### config.mk
export PLATFORM = sky130hd
export DESIGN_NAME = relu_backward_flat
export DESIGN_NICKNAME = d
export VERILOG_FILES = /design/src/rtl/neuron_pkg.sv /design/src/rtl/relu_backward_if.sv /design/src/rtl/relu_mask_fifo.sv /design/src/rtl/relu_backward.sv /design/src/flat_wrapper.sv
export SDC_FILE = /design/constraint.sdc
export NUM_CORES = 1
export LEC_CHECK = 0
export ABC_AREA = 1
export CORE_MARGIN = 4
export CORE_UTILIZATION = 56
export CTS_CLUSTER_DIAMETER = 120
export CTS_CLUSTER_SIZE = 20
export DETAILED_ROUTE_END_ITERATION = 10
export HOLD_SLACK_MARGIN = 0.08
export PLACE_DENSITY = 0.85
export RECOVER_POWER = 100
export SYNTH_ARGS = -nofsm -noshare
export SYNTH_HDL_FRONTEND = slang
export SYNTH_SLANG_ARGS = --single-unit
### constraint.sdc
create_clock -name clk -period 2.9 [get_ports clk]
set_input_delay 0.58 -clock clk [delete_from_list [all_inputs] [get_ports clk]]
set_output_delay 0.58 -clock clk [all_outputs]
set_load 0.005 [all_outputs]
### src/rtl/neuron_pkg.sv
// Shared neuron types and the ReLU mask helper, so the forward ReLU and the
// backward mask recorder apply an identical saturation test.
package neuron_pkg;

   typedef struct packed {
      logic active;
      logic sat;
   } relu_mask_t;

   localparam int MAX_SUM_WIDTH = 64;

   // Caller zero-extends the sum into x; only bits below sum_width are examined.
   function automatic relu_mask_t relu_mask_of(input logic [MAX_SUM_WIDTH-1:0] x,
                                               input int sum_width,
                                               input int int_width);
      relu_mask_t m;
      m.active = ~x[sum_width-1];
      m.sat    = 1'b0;
      for (int i = 0; i < MAX_SUM_WIDTH; i++) begin
         if ((i >= sum_width - 1 - int_width) && (i < sum_width)) begin
            m.sat = m.sat | x[i];
         end else begin
            m.sat = m.sat;
         end
      end
      m.sat = m.sat & m.active;
      return m;
   endfunction

endpackage

### src/rtl/relu_backward_if.sv
// Forward-sample, upstream-gradient and masked-gradient streams of relu_backward.
interface relu_backward_if #(
   parameter int DATA_WIDTH = 16
);
   logic                      fwd_valid;
   logic [2*DATA_WIDTH-1:0]   fwd_x;
   logic                      fwd_ready;
   logic                      bwd_in_valid;
   logic [DATA_WIDTH-1:0]     bwd_in_grad;
   logic                      bwd_in_ready;
   logic                      bwd_out_valid;
   logic [DATA_WIDTH-1:0]     bwd_out_grad;
   logic                      bwd_out_ready;

   modport slave (
      input  fwd_valid, fwd_x, bwd_in_valid, bwd_in_grad, bwd_out_ready,
      output fwd_ready, bwd_in_ready, bwd_out_valid, bwd_out_grad
   );

   modport master (
      output fwd_valid, fwd_x, bwd_in_valid, bwd_in_grad, bwd_out_ready,
      input  fwd_ready, bwd_in_ready, bwd_out_valid, bwd_out_grad
   );
endinterface

### src/rtl/relu_mask_fifo.sv
// Flop-array FIFO of ReLU masks with combinational read at the read pointer.
module relu_mask_fifo
   import neuron_pkg::*;
#(
   parameter  int DEPTH = 64,
   localparam int PTR_W = (DEPTH > 1) ? $clog2(DEPTH) : 1,
   localparam int CNT_W = $clog2(DEPTH + 1)
) (
   input  logic             clk,
   input  logic             rst_n,
   input  logic             clear,
   input  logic             push_i,
   input  relu_mask_t       wdata_i,
   input  logic             pop_i,
   output relu_mask_t       rdata_o,
   output logic [CNT_W-1:0] count_o,
   output logic             full_o,
   output logic             empty_o
);
   relu_mask_t       mem_q [DEPTH];
   logic [PTR_W-1:0] wr_ptr_q, wr_ptr_d, rd_ptr_q, rd_ptr_d;
   logic [CNT_W-1:0] count_q, count_d;
   logic             push_s, pop_s;

   function automatic logic [PTR_W-1:0] next_ptr(input logic [PTR_W-1:0] p);
      return (p == PTR_W'(DEPTH - 1)) ? {PTR_W{1'b0}} : p + {{(PTR_W-1){1'b0}}, 1'b1};
   endfunction

   assign full_o  = (count_q == CNT_W'(DEPTH));
   assign empty_o = (count_q == {CNT_W{1'b0}});
   assign push_s  = push_i & ~full_o & ~clear;
   assign pop_s   = pop_i & ~empty_o & ~clear;
   assign rdata_o = mem_q[rd_ptr_q];
   assign count_o = count_q;

   // Pointer and occupancy next state; clear wins over any push or pop.
   always_comb begin
      wr_ptr_d = wr_ptr_q;
      rd_ptr_d = rd_ptr_q;
      count_d  = count_q;
      if (clear) begin
         wr_ptr_d = {PTR_W{1'b0}};
         rd_ptr_d = {PTR_W{1'b0}};
         count_d  = {CNT_W{1'b0}};
      end else begin
         if (push_s) wr_ptr_d = next_ptr(wr_ptr_q);
         else        wr_ptr_d = wr_ptr_q;
         if (pop_s)  rd_ptr_d = next_ptr(rd_ptr_q);
         else        rd_ptr_d = rd_ptr_q;
         case ({push_s, pop_s})
            2'b10:   count_d = count_q + {{(CNT_W-1){1'b0}}, 1'b1};
            2'b01:   count_d = count_q - {{(CNT_W-1){1'b0}}, 1'b1};
            default: count_d = count_q;
         endcase
      end
   end

   // Pointer and occupancy registers.
   always_ff @(posedge clk or negedge rst_n) begin
      if (!rst_n) begin
         wr_ptr_q <= {PTR_W{1'b0}};
         rd_ptr_q <= {PTR_W{1'b0}};
         count_q  <= {CNT_W{1'b0}};
      end else begin
         wr_ptr_q <= wr_ptr_d;
         rd_ptr_q <= rd_ptr_d;
         count_q  <= count_d;
      end
   end

   // Mask storage; contents are only meaningful behind the pointers.
   always_ff @(posedge clk) begin
      if (push_s) mem_q[wr_ptr_q] <= wdata_i;
   end

endmodule

### src/rtl/relu_backward.sv
// ReLU backward pass: records forward masks, then passes or zeroes upstream
// gradients through a one-deep registered valid/ready output stage.
module relu_backward
   import neuron_pkg::*;
#(
   parameter  int dataWidth      = 16,
   parameter  int weightIntWidth = 4,
   parameter  int depth          = 64,
   parameter  bit zeroOnSat      = 1'b1,
   localparam int CNT_W          = $clog2(depth + 1)
) (
   input  logic             clk,
   input  logic             rst_n,
   input  logic             clear,
   relu_backward_if.slave   bus,
   output logic [CNT_W-1:0] count,
   output logic             err_overflow,
   output logic             err_underflow
);
   relu_mask_t           fwd_mask_s, fifo_mask_s;
   logic                 full_s, empty_s, push_s, pop_s, pass_s;
   logic                 out_valid_q, out_valid_d;
   logic [dataWidth-1:0] out_grad_q, out_grad_d;
   logic                 err_ovf_q, err_ovf_d, err_unf_q, err_unf_d;

   assign fwd_mask_s = relu_mask_of(MAX_SUM_WIDTH'(bus.fwd_x), 2 * dataWidth, weightIntWidth);
   assign push_s     = bus.fwd_valid & ~full_s;
   assign pop_s      = bus.bwd_in_valid & bus.bwd_in_ready;
   assign pass_s     = fifo_mask_s.active & ~(fifo_mask_s.sat & zeroOnSat);

   assign bus.fwd_ready     = ~full_s;
   assign bus.bwd_in_ready  = ~empty_s & (~out_valid_q | bus.bwd_out_ready);
   assign bus.bwd_out_valid = out_valid_q;
   assign bus.bwd_out_grad  = out_grad_q;
   assign err_overflow      = err_ovf_q;
   assign err_underflow     = err_unf_q;

   relu_mask_fifo #(.DEPTH(depth)) u_fifo (
      .clk     (clk),
      .rst_n   (rst_n),
      .clear   (clear),
      .push_i  (push_s),
      .wdata_i (fwd_mask_s),
      .pop_i   (pop_s),
      .rdata_o (fifo_mask_s),
      .count_o (count),
      .full_o  (full_s),
      .empty_o (empty_s)
   );

   // Output stage and sticky error flags; the grad register survives clear.
   always_comb begin
      out_valid_d = out_valid_q;
      out_grad_d  = out_grad_q;
      err_ovf_d   = err_ovf_q;
      err_unf_d   = err_unf_q;
      if (clear) begin
         out_valid_d = 1'b0;
         err_ovf_d   = 1'b0;
         err_unf_d   = 1'b0;
      end else begin
         err_ovf_d = err_ovf_q | (bus.fwd_valid & full_s);
         err_unf_d = err_unf_q | (bus.bwd_in_valid & empty_s);
         if (pop_s) begin
            out_valid_d = 1'b1;
            out_grad_d  = pass_s ? bus.bwd_in_grad : {dataWidth{1'b0}};
         end else if (bus.bwd_out_ready) begin
            out_valid_d = 1'b0;
         end else begin
            out_valid_d = out_valid_q;
         end
      end
   end

   // Output and error registers.
   always_ff @(posedge clk or negedge rst_n) begin
      if (!rst_n) begin
         out_valid_q <= 1'b0;
         out_grad_q  <= {dataWidth{1'b0}};
         err_ovf_q   <= 1'b0;
         err_unf_q   <= 1'b0;
      end else begin
         out_valid_q <= out_valid_d;
         out_grad_q  <= out_grad_d;
         err_ovf_q   <= err_ovf_d;
         err_unf_q   <= err_unf_d;
      end
   end

endmodule

### src/flat_wrapper.sv
// flat-port wrapper written by rule: the top's interface ports become plain ports
module relu_backward_flat import neuron_pkg::*;
#(
   parameter  int dataWidth      = 16,
   parameter  int weightIntWidth = 4,
   parameter  int depth          = 64,
   parameter  bit zeroOnSat      = 1'b1,
   localparam int CNT_W          = $clog2(depth + 1)
)
  (clk, rst_n, clear, count, err_overflow, err_underflow, bus_fwd_valid, bus_fwd_x, bus_bwd_in_valid, bus_bwd_in_grad, bus_bwd_out_ready, bus_fwd_ready, bus_bwd_in_ready, bus_bwd_out_valid, bus_bwd_out_grad);
  relu_backward_if #(.DATA_WIDTH(16)) bus_i ();
  input  logic clk;
  input  logic rst_n;
  input  logic clear;
  output logic [CNT_W-1:0] count;
  output logic err_overflow;
  output logic err_underflow;
  input wire logic [$bits(bus_i.fwd_valid)-1:0] bus_fwd_valid;
  input wire logic [$bits(bus_i.fwd_x)-1:0] bus_fwd_x;
  input wire logic [$bits(bus_i.bwd_in_valid)-1:0] bus_bwd_in_valid;
  input wire logic [$bits(bus_i.bwd_in_grad)-1:0] bus_bwd_in_grad;
  input wire logic [$bits(bus_i.bwd_out_ready)-1:0] bus_bwd_out_ready;
  output wire logic [$bits(bus_i.fwd_ready)-1:0] bus_fwd_ready;
  output wire logic [$bits(bus_i.bwd_in_ready)-1:0] bus_bwd_in_ready;
  output wire logic [$bits(bus_i.bwd_out_valid)-1:0] bus_bwd_out_valid;
  output wire logic [$bits(bus_i.bwd_out_grad)-1:0] bus_bwd_out_grad;
  assign bus_i.fwd_valid = bus_fwd_valid;
  assign bus_i.fwd_x = bus_fwd_x;
  assign bus_i.bwd_in_valid = bus_bwd_in_valid;
  assign bus_i.bwd_in_grad = bus_bwd_in_grad;
  assign bus_i.bwd_out_ready = bus_bwd_out_ready;
  assign bus_fwd_ready = bus_i.fwd_ready;
  assign bus_bwd_in_ready = bus_i.bwd_in_ready;
  assign bus_bwd_out_valid = bus_i.bwd_out_valid;
  assign bus_bwd_out_grad = bus_i.bwd_out_grad;
  relu_backward #(.dataWidth(dataWidth), .weightIntWidth(weightIntWidth), .depth(depth), .zeroOnSat(zeroOnSat)) u_core (.clk(clk), .rst_n(rst_n), .clear(clear), .bus(bus_i), .count(count), .err_overflow(err_overflow), .err_underflow(err_underflow));
endmodule
# Yosys cells after proc, flatten, opt, wreduce, memory -nomap -nowiden
# Memory sizes are Yosys's and may differ from the RTL's.
# Index checks and enable logic that the tools add are counted.
dict set report word_totals {
  ram_bits 128
  output_inout_bits 28
  regBits 38
  memories 1
  elab_cells 63
}
# memory words word_bits rd rd_clocked_by_memory_dff wr line
set memory_table {}
lappend memory_table {u_core.u_fifo.mem_q 64 2 1 0 1 relu_mask_fifo.sv:20} ;# relu_mask_t mem_q [DEPTH];
dict set report op_classes {
  n_reduce_logical 6
  n_bitwise 24
  muxes 16
  eq_ne 5
  add_sub_neg 4
}
# cell count
set ops {}
lappend ops {{6-bit 2-to-1 mux} 6}
lappend ops {{16-bit 2-to-1 mux} 1}
lappend ops {{7-bit one-hot mux with 2 select lines} 1}
lappend ops {{6-bit by 1-bit adder with 6-bit output, second input constant} 2}
lappend ops {{6-bit equality test, second input constant} 2}
lappend ops {{1-bit AND} 11}
lappend ops {{7-bit by 1-bit adder with 7-bit output, second input constant} 1}
lappend ops {{7-bit equality test, second input constant} 1}
lappend ops {{7-bit zero test} 1}
lappend ops {{1-bit 2-to-1 mux} 7}
lappend ops {{7-bit 2-to-1 mux} 1}
lappend ops {{1-bit bitwise OR} 7}
lappend ops {{7-bit by 1-bit subtractor with 7-bit output, second input constant} 1}
lappend ops {{1-bit NOT} 6}
lappend ops {{3-bit nonzero test} 2}
lappend ops {{2-bit nonzero test} 2}
lappend ops {{2-bit by 1-bit equality test with 1-bit output, second input constant} 1}
lappend ops {{2-bit equality test, second input constant} 1}
lappend ops {{2-bit AND reduction} 1}

# Depth between registers and ports, before layout
dict set report logic_depth {
  ltp_word 9
  ltp_mapped 18
  depth_no_buf 18
}

# By module
# From an unflattened synthesis, not the netlist that was laid out.
dict set report hier_totals {
  hier_cells 765
  hier_area_um2 7699.9
}
# mod seq_area_each_um2 instances cells_each area_per_inst_um2
set by_module_without_submodules {}
lappend by_module_without_submodules {relu_mask_fifo 4319.1 1 640 6779.0}
lappend by_module_without_submodules {relu_backward 475.5 1 125 920.9}

# Worst setup path before layout
# No wires, ideal clock.
dict set report synth_path {
  kind {input to register}
  start {in bus_fwd_x[27]}
  end {mem u_core.u_fifo.mem_q[0][0] in the netlist's numbering, data pin}
  setup_ps 502
  required_time_ps 2398
  t_arrival_ps 2128
  slack_ps 270
  stages 2
  path_buffers 0
  cell_sequence {nor4_1 -> nor2_1}
}
# element line
set synth_lines {}
lappend synth_lines {{start, declared} flat_wrapper.sv:19} ;# input wire logic [$bits(bus_i.fwd_x)-1:0] bus_fwd_x;
lappend synth_lines {{end, declared} relu_mask_fifo.sv:20}

# Worst setup path in the final report
dict set report layout_path {
  start {reg u_core.u_fifo.count_q[5], in the netlist u_core.u_fifo.count_o[5]}
  end {reg u_core.u_fifo.count_q[5], in the netlist u_core.u_fifo.count_o[5]}
}
dict set report layout_via {
  elab_chain_len 9
  word_cells_on_any_way 18
  classes_between {add/sub: 2; eq/ne: 3; mux: 2; bitwise: 9; reduce/logical: 2}
}
# element line
set layout_lines {}
lappend layout_lines {{start, declared} relu_mask_fifo.sv:22} ;# logic [CNT_W-1:0] count_q, count_d;
lappend layout_lines {{start signal, assigned} relu_mask_fifo.sv:63} ;# count_q <= {CNT_W{1'b0}};
lappend layout_lines {{start signal, assigned} relu_mask_fifo.sv:67} ;# count_q <= count_d;
lappend layout_lines {{7-bit zero test} relu_mask_fifo.sv:30} ;# assign empty_o = (count_q == {CNT_W{1'b0}});
lappend layout_lines {{1-bit NOT} {relu_mask_fifo.sv:32, relu_backward.sv:32}}
lappend layout_lines {{1-bit AND} relu_backward.sv:32} ;# assign bus.bwd_in_ready = ~empty_s & (~out_valid_q | bus.bwd_out_ready);
lappend layout_lines {{1-bit AND} relu_backward.sv:28} ;# assign pop_s = bus.bwd_in_valid & bus.bwd_in_ready;
lappend layout_lines {{1-bit AND (2 in series)} relu_mask_fifo.sv:32} ;# assign pop_s = pop_i & ~empty_o & ~clear;
lappend layout_lines {{2-bit by 1-bit equality test with 1-bit output / 2-bit equality test (equally long branches)} relu_mask_fifo.sv:50} ;# case ({push_s, pop_s})
lappend layout_lines {{7-bit one-hot mux with 2 select lines} relu_mask_fifo.sv:50}
lappend layout_lines {{7-bit 2-to-1 mux} relu_mask_fifo.sv:41} ;# if (clear) begin
# Parallel ways exist; a longest one is shown, timed or not.
# A chain may end at the register's enable or synchronous reset.

==> metrics.log <==
[metrics] placed inst area: 0.00806 mm²
[metrics] crit path from: u_core.u_fifo.count_o[5]$_DFFE_PN0P_
[metrics] Post-Syn Area: 0.00727 mm²
[metrics] clock insertion delay at the later pin of the skew report: approximately 0.43 ns
[metrics] Yosys Warn Count: 0
[metrics] count of boundary I/O pins: 82
[metrics] required time worst endpoint: approximately 3.2 ns
[metrics] instance count on the critical path: 17
[metrics] internal portion of total power: 4.62 mW
[metrics] r2r startpoint: u_core.u_fifo.count_o[5]$_DFFE_PN0P_
[metrics] die span in x: 122 µm
[metrics] switching power as a share of total power: 0.304
[metrics] cell area after layout: 0.00859 mm²
[metrics] H-tree depth: 4
[metrics] total half-perimeter wirelength after legalization and detailed placement: ~10,000 µm
[metrics] maximum fanout along the worst path: 6
[metrics] Synth Net Count: 752
[metrics] number of search-and-repair iterations in the first detailed-routing pass: 6
[metrics] Setup crit end kind: flop
[metrics] violations in the final reports: capacitance limit, slew limit
[metrics] delay of the slowest cell on the worst path: between 0.4 and 0.5 ns
[metrics] routed vias: 5,321
[metrics] Worst R2R End: u_core.u_fifo.count_o[5]$_DFFE_PN0P_
[metrics] count of antenna-violating nets left after detailed routing: 0
[metrics] Buf+Inv Stages, Crit Path: 3
[metrics] status: finished, violations left
[metrics] cts bufs inserted: 17
[metrics] number of rows in the core area: 41
[metrics] min-delay worst type: reg -> reg
[metrics] Root Buffer: sky130_fd_sc_hd__clkbuf_16
[metrics] class of the most critical setup path: reg -> reg
[metrics] Avg Inst Size Synth: 10.5 µm²
[metrics] Netlist cell types: 34
[metrics] library cell occupying the most area in the post-synthesis netlist: sky130_fd_sc_hd__edfxtp_1
[metrics] final period utilization: 0.910
[metrics] power per standard cell area: 773 mW/mm²
[metrics] CP delay by family, top: simple AND/OR/NAND/NOR gates
[metrics] via count of the first global-routing pass: around 5,300
[metrics] number of setup violations in the final report: 0
[metrics] Startpoint Class: flop
[metrics] Final TNS setup: 0 ns
[metrics] drt first-iter violations: 689
[metrics] global-route wire length before repair: between 20,000 and 30,000 µm
[metrics] initial core utilization: 0.574
[metrics] Via-to-Cell Ratio: 5.62
[metrics] fraction of final layout cells sized beyond drive strength 1: 0.0800
[metrics] most instantiated flip-flop cell in the synthesis netlist: sky130_fd_sc_hd__edfxtp_1
[metrics] NumNets Final: 826
[metrics] Worst Clk Skew: 0.00807 ns
[metrics] count of non-filler cells in the finished layout: 947
[metrics] maximum number of pins on one net before global-route repair: 65
[metrics] most frequent cells in the layout: sky130_fd_sc_hd__edfxtp_1, sky130_fd_sc_hd__nand2_1, sky130_fd_sc_hd__nor2_1, sky130_fd_sc_hd__inv_1, sky130_fd_sc_hd__nand3_1
[metrics] cell repeated most along the worst path: sky130_fd_sc_hd__nand2_1
[metrics] Die Area: 0.0149 mm²
[metrics] average wire per standard cell: 17.8 µm
[metrics] GP Congestion: ~0.79
[metrics] clock tree buffer depth: 2
[metrics] count of input and output buffers: 54
[metrics] reported net switching power: 2.02 mW
[metrics] Core ar.: around 0.013 mm²
[metrics] Slew Limit Fails: 39
[metrics] RSZ-0062 raised after global routing: no
[metrics] crit path to: u_core.u_fifo.count_o[5]$_DFFE_PN0P_
[metrics] synthesized instance count: 690
[metrics] Post-route DRC: 0
[metrics] Fin. Hold Viols: 0
[metrics] clock sinks: 166
[metrics] Async SR Flop Fraction: 0.229
[metrics] Placed Cells: 917
[metrics] most common cell after layout, fill and taps aside: sky130_fd_sc_hd__edfxtp_1
[metrics] Layout Area Growth over Synthesis: 18.1%
[metrics] cells traversed along the worst timing path: nor2_1 -> nand2_1 -> nor2_1 -> inv_2 -> nand2_2 -> nand2_2 -> inv_2 -> nand2_1 -> inv_2 -> ha_1 -> a21oi_1 -> nand2_1 -> nand2_1 -> nand2_1 -> a21oi_1 -> xor2_1 -> o21ai_1
[metrics] Seq cells post-synth: 166
[metrics] arrival time of the worst setup path: 2.95 ns
[metrics] overall routing resource usage: 0.236
[metrics] leakage power of the design: 3.51 nW
[metrics] top post-synthesis cells by area: sky130_fd_sc_hd__edfxtp_1, sky130_fd_sc_hd__dfrtp_1, sky130_fd_sc_hd__nand2_1
[metrics] register-to-register setup slack: 0.26 ns
[metrics] proportion of power drawn by the clock network: 0.330
[metrics] TritonCTS clock tree: yes
[metrics] highest-delay cell along the critical path: sky130_fd_sc_hd__dfrtp_1
[metrics] worst-case vdd ir drop: 0.371 mV
[metrics] number of antenna violations at the first check in global routing: 0
[metrics] Die Ht: 122 µm
[metrics] final worst path period need: around 2.6 ns
[metrics] length in cells of the worst reg-to-reg path: 17
[metrics] Routed Wire Length: 16,900 µm
[metrics] final global-route overflow total: 0
[metrics] number of antenna repair diodes: 0
[metrics] Clock Pin Slew Worst Setup and Hold Paths: 0.06 ns
[metrics] relative slew slack: -0.350
[metrics] EDFF count, synth: 128
[metrics] share of power burned in registers: 0.431
[metrics] max-cap violations: 1
[metrics] sequential area share after synthesis: 0.659
[metrics] relative contribution of combinational cells to total power: 0.239
[metrics] slew of the pin with the lowest slew margin: 2.02 ns
[metrics] highest achievable clock rate: 379 MHz
[metrics] final worst hold slack: approximately 0.47 ns
[metrics] Yosys top cell area share: 0.528
flip-flops by register name, summed over array words and instances, names as in the netlist:
register	cells
u_core.u_fifo.mem_q	128
u_core.bus.bwd_out_grad	16
u_core.err_overflow	1
u_core.u_fifo.count_o	7
u_core.u_fifo.rd_ptr_q	6
u_core.err_underflow	1
u_core.u_fifo.wr_ptr_q	6
u_core.bus.bwd_out_valid	1
layer usage:
layer  track usage  vias to the layer above  share of wire
li1              -                     2459              -
met1         0.284                     2530           0.35
met2         0.406                      264           0.53
met3        0.0413                       68          0.078
met4         0.124                        0          0.041
met5             0                        -              0
synth_stat cells, drive strengths merged, types with 2 or more instances:
library cell and count:
nor3 2, a21oi 9, xnor2 4, buf 15
o22ai 6, ha 7, nand2 132, o21ai 45
dfrtp 38, nor2 97, inv 95, xor2 3
edfxtp 128, nand3b 12, nand3 79, o211ai 4
clkbuf 3, nand4 7
logic make-up after synthesis:
family / synth area share
AND/OR/NAND/NOR: 0.202
flip-flops: 0.659
adder cells (fa/ha/maj): 0.0148
AO/OA/AOI/OAI: 0.0501
buffers and inverters: 0.0654
XOR/XNOR: 0.00843
cell type report:
class                   instances  area [µm²]
clock buffers                  17         425
clock inverters                13         145
fillers                       858        4080
inverters                      95         359
multi-input cells             411        2010
flip-flops and latches        166        4790
well taps                     172         215
repair buffers                 73         639
worst min-delay path by stage:
stage,from,endpoint,depth (start not counted)
2_1_floorplan,rst_n,u_core.bus.bwd_out_grad[0]$_DFFE_PN0P_,0
3_3_place_gp,u_core.bus.bwd_out_grad[7]$_DFFE_PN0P_,u_core.bus.bwd_out_grad[7]$_DFFE_PN0P_,2
3_5_place_dp,u_core.bus.bwd_out_grad[8]$_DFFE_PN0P_,u_core.bus.bwd_out_grad[8]$_DFFE_PN0P_,2
4_1_cts,rst_n,u_core.bus.bwd_out_grad[2]$_DFFE_PN0P_,1
5_1_grt,u_core.bus.bwd_out_grad[8]$_DFFE_PN0P_,u_core.bus.bwd_out_grad[8]$_DFFE_PN0P_,2
6_report,u_core.bus.bwd_out_grad[8]$_DFFE_PN0P_,u_core.bus.bwd_out_grad[8]$_DFFE_PN0P_,2
stage by stage:
step	utilization	worst slack (ns)	power, mW
after CTS	0.681	0.202	6.74
after global routing	0.678	0.0118	6.94
after global placement	0.636	0.0378	4.48
after detailed placement	0.636	-0.103	4.55
final	0.678	0.261	6.64
after floorplan	-	0.270	3.85
worst reg2reg max path, delay by kind of cell, from the launching register on:
kind / cells / cell delay (ns)
flip-flops: 1 / 0.43
buffers and inverters: 3 / 0.27
AO/OA/AOI/OAI: 3 / 0.40
adder cells (fa/ha/maj): 1 / 0.29
XOR/XNOR: 1 / 0.19
AND/OR/NAND/NOR: 9 / 0.93
timing repair:
item | in CTS | in global routing
hold buffers | 0 | 0
buffers inserted | 0 | 0
gates resized for setup | 0 | 1
endpoints found under the setup margin | 0 | 2
power by group through the flow:
stage | Clock [mW] | Combinational (mW) | Sequential [mW]
6_report | 2.19 | 1.59 | 2.86
5_1_grt | 2.32 | 1.74 | 2.88
4_1_cts | 2.20 | 1.68 | 2.86
3_5_place_dp | 0 | 1.64 | 2.91
3_3_place_gp | 0 | 1.58 | 2.90
2_1_floorplan | 0 | 0.941 | 2.90
Note: power is estimated with default switching activity, not from simulation.
